### config.mk
export PLATFORM = sky130hd
export DESIGN_NAME = pc_gen
export DESIGN_NICKNAME = d
export VERILOG_FILES = /design/src/rtl/pc_gen.sv
export SDC_FILE = /design/constraint.sdc
export NUM_CORES = 1
export LEC_CHECK = 0
export ABC_CLOCK_PERIOD_IN_PS = 4000
export BUFFER_PORTS_ARGS = -buffer_cell sky130_fd_sc_hd__buf_2
export CORE_UTILIZATION = 50
export DETAILED_ROUTE_END_ITERATION = 8
export PLACE_DENSITY = 0.78
export SYNTH_ARGS = -nofsm -noshare
export SYNTH_HDL_FRONTEND = slang
export SYNTH_SLANG_ARGS = --single-unit
### constraint.sdc
create_clock -name clk -period 4 [get_ports clk]
set_input_delay 1 -clock clk [delete_from_list [all_inputs] [get_ports clk]]
set_output_delay 1 -clock clk [all_outputs]
set_load 0.02 [all_outputs]
### src/rtl/pc_gen.sv
`default_nettype none
// ============================================================================
// Module   : pc_gen
// Brief    : PC generation / fetch-request stage with redirect flush and
//            misaligned-target trap. Optional macro BRANCH_STATS_EN adds
//            saturating branch counters (br_count, br_taken_count).
// Revision : 1.0 - initial release
// ============================================================================
module pc_gen #(
  parameter logic [31:0] RESET_PC = 32'h0000_0000,
  parameter logic [31:0] TRAP_VEC = 32'h0000_0100
) (
  input  logic        clk,
  input  logic        rst,
  input  logic        ex_valid,
  input  logic        is_branch,
  input  logic        should_branch,
  input  logic        is_jump,
  input  logic [31:0] target,
  input  logic        stall,
  input  logic        imem_ready,
  input  logic        trap_ack,
  output logic [31:0] pc,
  output logic        pc_valid,
  output logic        flush,
  output logic        trap,
`ifdef BRANCH_STATS_EN
  output logic [31:0] trap_addr,
  output logic [31:0] br_count,
  output logic [31:0] br_taken_count
`else
  output logic [31:0] trap_addr
`endif
);

  typedef enum logic [1:0] {
    BOOT  = 2'd0,
    FETCH = 2'd1,
    FLUSH = 2'd2,
    TRAP  = 2'd3
  } state_t;

  state_t      r_state;
  state_t      w_state_nxt;
  logic [31:0] r_pc;
  logic [31:0] w_pc_nxt;
  logic [31:0] r_trap_addr;
  logic [31:0] w_trap_addr_nxt;
  logic        r_flush;
  logic        w_flush_nxt;
  logic        r_trap;
  logic        w_trap_nxt;
  logic        w_redirect;
  logic        w_misaligned;

  assign w_redirect   = ex_valid & (is_jump | (is_branch & should_branch));
  assign w_misaligned = (target[1:0] != 2'b00);

  always_ff @(posedge clk or posedge rst) begin
    if (rst) begin
      r_state     <= BOOT;
      r_pc        <= RESET_PC;
      r_trap_addr <= 32'h0;
      r_flush     <= 1'b0;
      r_trap      <= 1'b0;
    end else begin
      r_state     <= w_state_nxt;
      r_pc        <= w_pc_nxt;
      r_trap_addr <= w_trap_addr_nxt;
      r_flush     <= w_flush_nxt;
      r_trap      <= w_trap_nxt;
    end
  end

  always_comb begin
    w_state_nxt     = r_state;
    w_pc_nxt        = r_pc;
    w_trap_addr_nxt = r_trap_addr;
    w_flush_nxt     = 1'b0;
    w_trap_nxt      = r_trap;
    case (r_state)
      BOOT: begin
        w_state_nxt = FETCH;
      end
      FETCH: begin
        if (w_redirect && w_misaligned) begin
          w_trap_nxt      = 1'b1;
          w_trap_addr_nxt = target;
          w_state_nxt     = TRAP;
        end else if (w_redirect) begin
          // Redirect beats stall: an unaccepted request may be dropped safely.
          w_pc_nxt    = target;
          w_flush_nxt = 1'b1;
          w_state_nxt = FLUSH;
        end else if (stall) begin
          w_pc_nxt = r_pc;
        end else if (imem_ready) begin
          w_pc_nxt = r_pc + 32'd4;
        end
      end
      FLUSH: begin
        // EX is being killed this cycle, so any redirect it shows is stale.
        w_state_nxt = FETCH;
      end
      TRAP: begin
        if (trap_ack) begin
          w_pc_nxt    = TRAP_VEC;
          w_trap_nxt  = 1'b0;
          w_flush_nxt = 1'b1;
          w_state_nxt = FLUSH;
        end
      end
      default: begin
        w_state_nxt = BOOT;
      end
    endcase
  end

  assign pc        = r_pc;
  assign pc_valid  = (r_state == FETCH);
  assign flush     = r_flush;
  assign trap      = r_trap;
  assign trap_addr = r_trap_addr;

`ifdef BRANCH_STATS_EN
  logic [31:0] r_br_count;
  logic [31:0] r_br_taken_count;
  logic        w_br_seen;

  assign w_br_seen = (r_state == FETCH) & ex_valid & is_branch;

  always_ff @(posedge clk or posedge rst) begin
    if (rst) begin
      r_br_count       <= 32'h0;
      r_br_taken_count <= 32'h0;
    end else if (w_br_seen) begin
      if (r_br_count != 32'hFFFF_FFFF) begin
        r_br_count <= r_br_count + 32'd1;
      end
      if (should_branch && (r_br_taken_count != 32'hFFFF_FFFF)) begin
        r_br_taken_count <= r_br_taken_count + 32'd1;
      end
    end
  end

  assign br_count       = r_br_count;
  assign br_taken_count = r_br_taken_count;
`endif

endmodule
`default_nettype wire

==> results summary <==
The mapped netlist covers 0.00355 mm2. The total CTS buffers came out at 9. The number of clock sinks came out at just under 70. The later-pin clock latency in the skew report is 0.35 ns. The number of endpoints with negative hold slack in the final report is 0.

The worst register-to-register path ends at pc[31]. The first global-routing pass estimated between 10 and 15 mm of wire. The slack of the worst reg-to-reg path is roughly 1.5 ns. In this run the clock root is driven by a sky130_fd_sc_hd__clkbuf_8. The relative slew slack came out at between 10% and 20%. The HPWL reported at the end of detailed placement came out at 6.33 mm. The maximum vdd drop came out at 391 uV. The count of nets left with antenna violations once routing finished came out at 0.

The total nets after synthesis came out at 384. The first-pass detailed-route iteration total is 5. The launching point of the worst reg2reg path is pc[9].

After clock tree synthesis, the setup repair step added 0 buffers. In the synthesized netlist the dominant register cell turns out to be sky130_fd_sc_hd__dfrtp_1. The number of nets in the layout is a little under 500. The total wire length is between 9 and 10 mm. The final max-slew violation count was 0.

In the routed design, unresolved DRC markers number 0. The path class of the tightest hold or removal check is reg2reg. The flow ran to the end, and the final reports show no timing, DRC or antenna violations. Entering global routing, the biggest net connects between 40 and 50 pins. The sum of overflow across all layers after global routing is 0. The area of the core region is a little under 0.007 mm2. The synthesized netlist devotes less than 1% of its cell area to adder and majority cells. The H-tree level count is 3. The clock passes through at most 2 buffers. The number of top-level pins came out at 108. The xor/xnor share of the synthesized area is 0%. The die area is roughly 0.0074 mm2. The die outline width is ~86 um. The total number of placement rows is 30. After layout, the worst path uses approximately 73% of the clock period. The area growth from synthesis to layout is 21.3%. The average cell area after synthesis came out at slightly above 10 um2. The data arrival time of the worst path is 3.14 ns.

The number of global-route vias before repair came out at around 3000. Setup repair after global routing left no endpoint under its margin. The starting density of the core is between 50% and 60%.

The number of antenna violations at the first check in global routing came out at 0. For this run, the top clock speed supported by timing is between 300 and 400 MHz. STA classifies the critical path startpoint as an input pin. The number of cells on the worst hold path came out at 1. After Yosys synthesis, and, or, nand and nor cells account for between 10% and 20% of the synthesized area. The die height came out at 86.3 um. The shortest clock period the worst path allows after layout came out at around 2.9 ns. The count of endpoints failing setup in the final report is 0. The worst hold margin came out at about 0.48 ns. The pin slew with the least headroom to its limit came out at approximately 1.2 ns. The proportion of synthesized flip-flops having asynchronous set or reset is between 90% and 100%. For this design the ratio of total power to cell area is slightly above 600 mW/mm2.

The synthesized instance count came out at 342. The synthesized netlist devotes 21.1% of its cell area to compound gates. The fraction of the yosys area taken by sequential cells came out at 47.9%. The routability congestion estimate from global placement is about 0.85. The worst setup path is captured at a flip-flop.

The count of cells along the worst register-to-register path is 5. The maximum clock skew at final layout came out at about 0.011 ns. The proportion of synthesized area in mux cells came out at a little over a tenth. For this block, the via count after detailed routing is between 3000 and 4000. The register clock-pin slew on the reported worst setup and hold paths is about 0.07 ns.

The dominant combinational cell family by area after synthesis is compound AO/OA/AOI/OAI gates. The required time of the critical path came out at 4.23 ns. The number of warnings issued by yosys is 0. The max-capacitance violation count came out at 0. The count of buffers added on input and output ports is 107. The number of antenna repair diodes is 0. Counting distinct cell types in the post-synthesis netlist gives between 50 and 60. The ratio of cells with drive above 1 in the final layout came out at 38.4%. The type of the worst setup path is in2reg. The routed length per placed instance came out at 16.9 um.

The CTS tree is yes. In this run the most critical hold path is launched from pc[1]. The DRC violation total after the first TritonRoute iteration came out at 262. The total power of the final layout is about 0.0027 W.

The aggregate global-route resource usage is a little over a quarter. The post-synthesis register bit count is between 60 and 70. The number of buffers added to fix hold violations after cts is 0. The number of instances resized during post-cts repair is 0.

The per-cell via count in the routed design is about 6. Setup total negative slack on the finished layout was measured at 0 ns. Of the post-synthesis cell area, the dominant cell type holds around 48%. The largest fanout on the critical path came out at 48. The largest total area in the synthesized netlist belongs to sky130_fd_sc_hd__dfrtp_1. The worst hold path terminates at pc[1]. The static leakage power is between 2 and 2.5 nW.

The number of synthesized flops with an enable pin is 0. After synthesis, the cell types taking the most area are sky130_fd_sc_hd__dfrtp_1 48%, sky130_fd_sc_hd__mux2_2 10%, sky130_fd_sc_hd__o21ai_0 3.8%.
## cells by family (layout without fill, tap and decap cells)
group / after synthesis / after routing
buf+inv: 28 / 134
flops: 68 / 68
mux: 33 / 33
compound gates: 110 / 110
fa+ha+maj: 1 / 1
simple gates: 102 / 102
## area by class of cell
type / count / area, um2
clock inverter: 2 / 10.0
tap: 96 / 120
multi-input combinational: 246 / 1730
clock buffer: 13 / 159
sequential: 68 / 1700
fill: 606 / 2520
timing repair buffer: 109 / 551
inverter: 10 / 37.5
## critical path: stages
cell and delay (ns):
sky130_fd_sc_hd__buf_2 0.15, sky130_fd_sc_hd__inv_1 0.11, sky130_fd_sc_hd__nor2_4 0.83, sky130_fd_sc_hd__o211ai_4 0.57, sky130_fd_sc_hd__mux2_2 0.44
## layout by cell type (no fill, tap or decap), types with 3 or more instances in the layout
| cell | n |
|---|---|
| sky130_fd_sc_hd__o21ai_2 | 4 |
| sky130_fd_sc_hd__nand2_1 | 22 |
| sky130_fd_sc_hd__dfrtp_1 | 68 |
| sky130_fd_sc_hd__a22oi_1 | 4 |
| sky130_fd_sc_hd__a21oi_1 | 15 |
| sky130_fd_sc_hd__a22o_1 | 4 |
| sky130_fd_sc_hd__inv_1 | 9 |
| sky130_fd_sc_hd__o21a_1 | 3 |
| sky130_fd_sc_hd__and4_1 | 6 |
| sky130_fd_sc_hd__mux2_2 | 32 |
| sky130_fd_sc_hd__a31oi_1 | 9 |
| sky130_fd_sc_hd__o21ai_0 | 27 |
| sky130_fd_sc_hd__o31ai_1 | 3 |
| sky130_fd_sc_hd__and2_1 | 5 |
| sky130_fd_sc_hd__nand3_1 | 9 |
| sky130_fd_sc_hd__o21ai_1 | 9 |
| sky130_fd_sc_hd__nand4_1 | 11 |
| sky130_fd_sc_hd__o31a_1 | 5 |
| sky130_fd_sc_hd__and3_1 | 13 |
| sky130_fd_sc_hd__nor3_1 | 4 |
| sky130_fd_sc_hd__nor2_1 | 17 |
| sky130_fd_sc_hd__buf_2 | 107 |
| sky130_fd_sc_hd__o22ai_1 | 4 |
| sky130_fd_sc_hd__clkbuf_8 | 11 |
| sky130_fd_sc_hd__o2bb2ai_1 | 8 |
## state kept, by name, summed over array words and instances, names as in the netlist
register and count:
flush 1, pc 32, trap 1, r_state 2
trap_addr 32
## how the worst max path moves through the flow
stage,cells after the start,endpoint,startpoint
final,5,trap_addr[8],ex_valid
after global placement,5,trap_addr[12],ex_valid
after detailed placement,5,trap_addr[4],ex_valid
after floorplan,1,flush,rst
after CTS,5,trap_addr[21],ex_valid
after global routing,5,trap_addr[20],ex_valid
## metal layers
| layer | vias up | routed length, um | track usage [%] |
|---|---|---|---|
| li1 | 1504 | - | - |
| met1 | 1539 | 4040 | 35.3 |
| met2 | 149 | 4370 | 41.9 |
| met3 | 23 | 583 | 4.48 |
| met4 | 0 | 186 | 10.3 |
| met5 | - | 0 | 0 |
## cells in the mapped netlist, drive strengths merged, types with 2 or more instances
cell / n
dfrtp: 68
o21ai: 40
mux2: 32
nand2: 22
nor2: 20
a21oi: 16
and3: 13
buf: 13
nand4: 12
inv: 10
a31oi: 9
nand3: 9
o2bb2ai: 8
and4: 6
and2: 5
clkbuf: 5
o31a: 5
a22o: 4
a22oi: 4
nor3: 4
nor4: 4
o22ai: 4
o21a: 3
o31ai: 3
a21boi: 2
a21o: 2
a2bb2oi: 2
nor2b: 2
nor3b: 2
o211ai: 2
## where the power goes
| part | total, W | switching, W | internal, W |
|---|---|---|---|
| logic | 0.00109 | 0.000663 | 0.000427 |
| clock network | 0.000503 | 0.000249 | 0.000254 |
| registers | 0.00109 | 0.000172 | 0.000917 |
| total | 0.00268 | 0.00108 | 0.00160 |
## through the flow
stage,setup slack [ns],cell area (um2),utilization [%],instances
floorplan,1.29,3550,-,342
global placement,0.756,4140,60.6,529
detailed placement,0.725,4140,60.6,529
CTS,1.08,4310,63.1,544
global route,0.880,4310,63.1,544
finish,1.10,4310,63.1,544
Note: power is estimated with default switching activity, not from simulation.
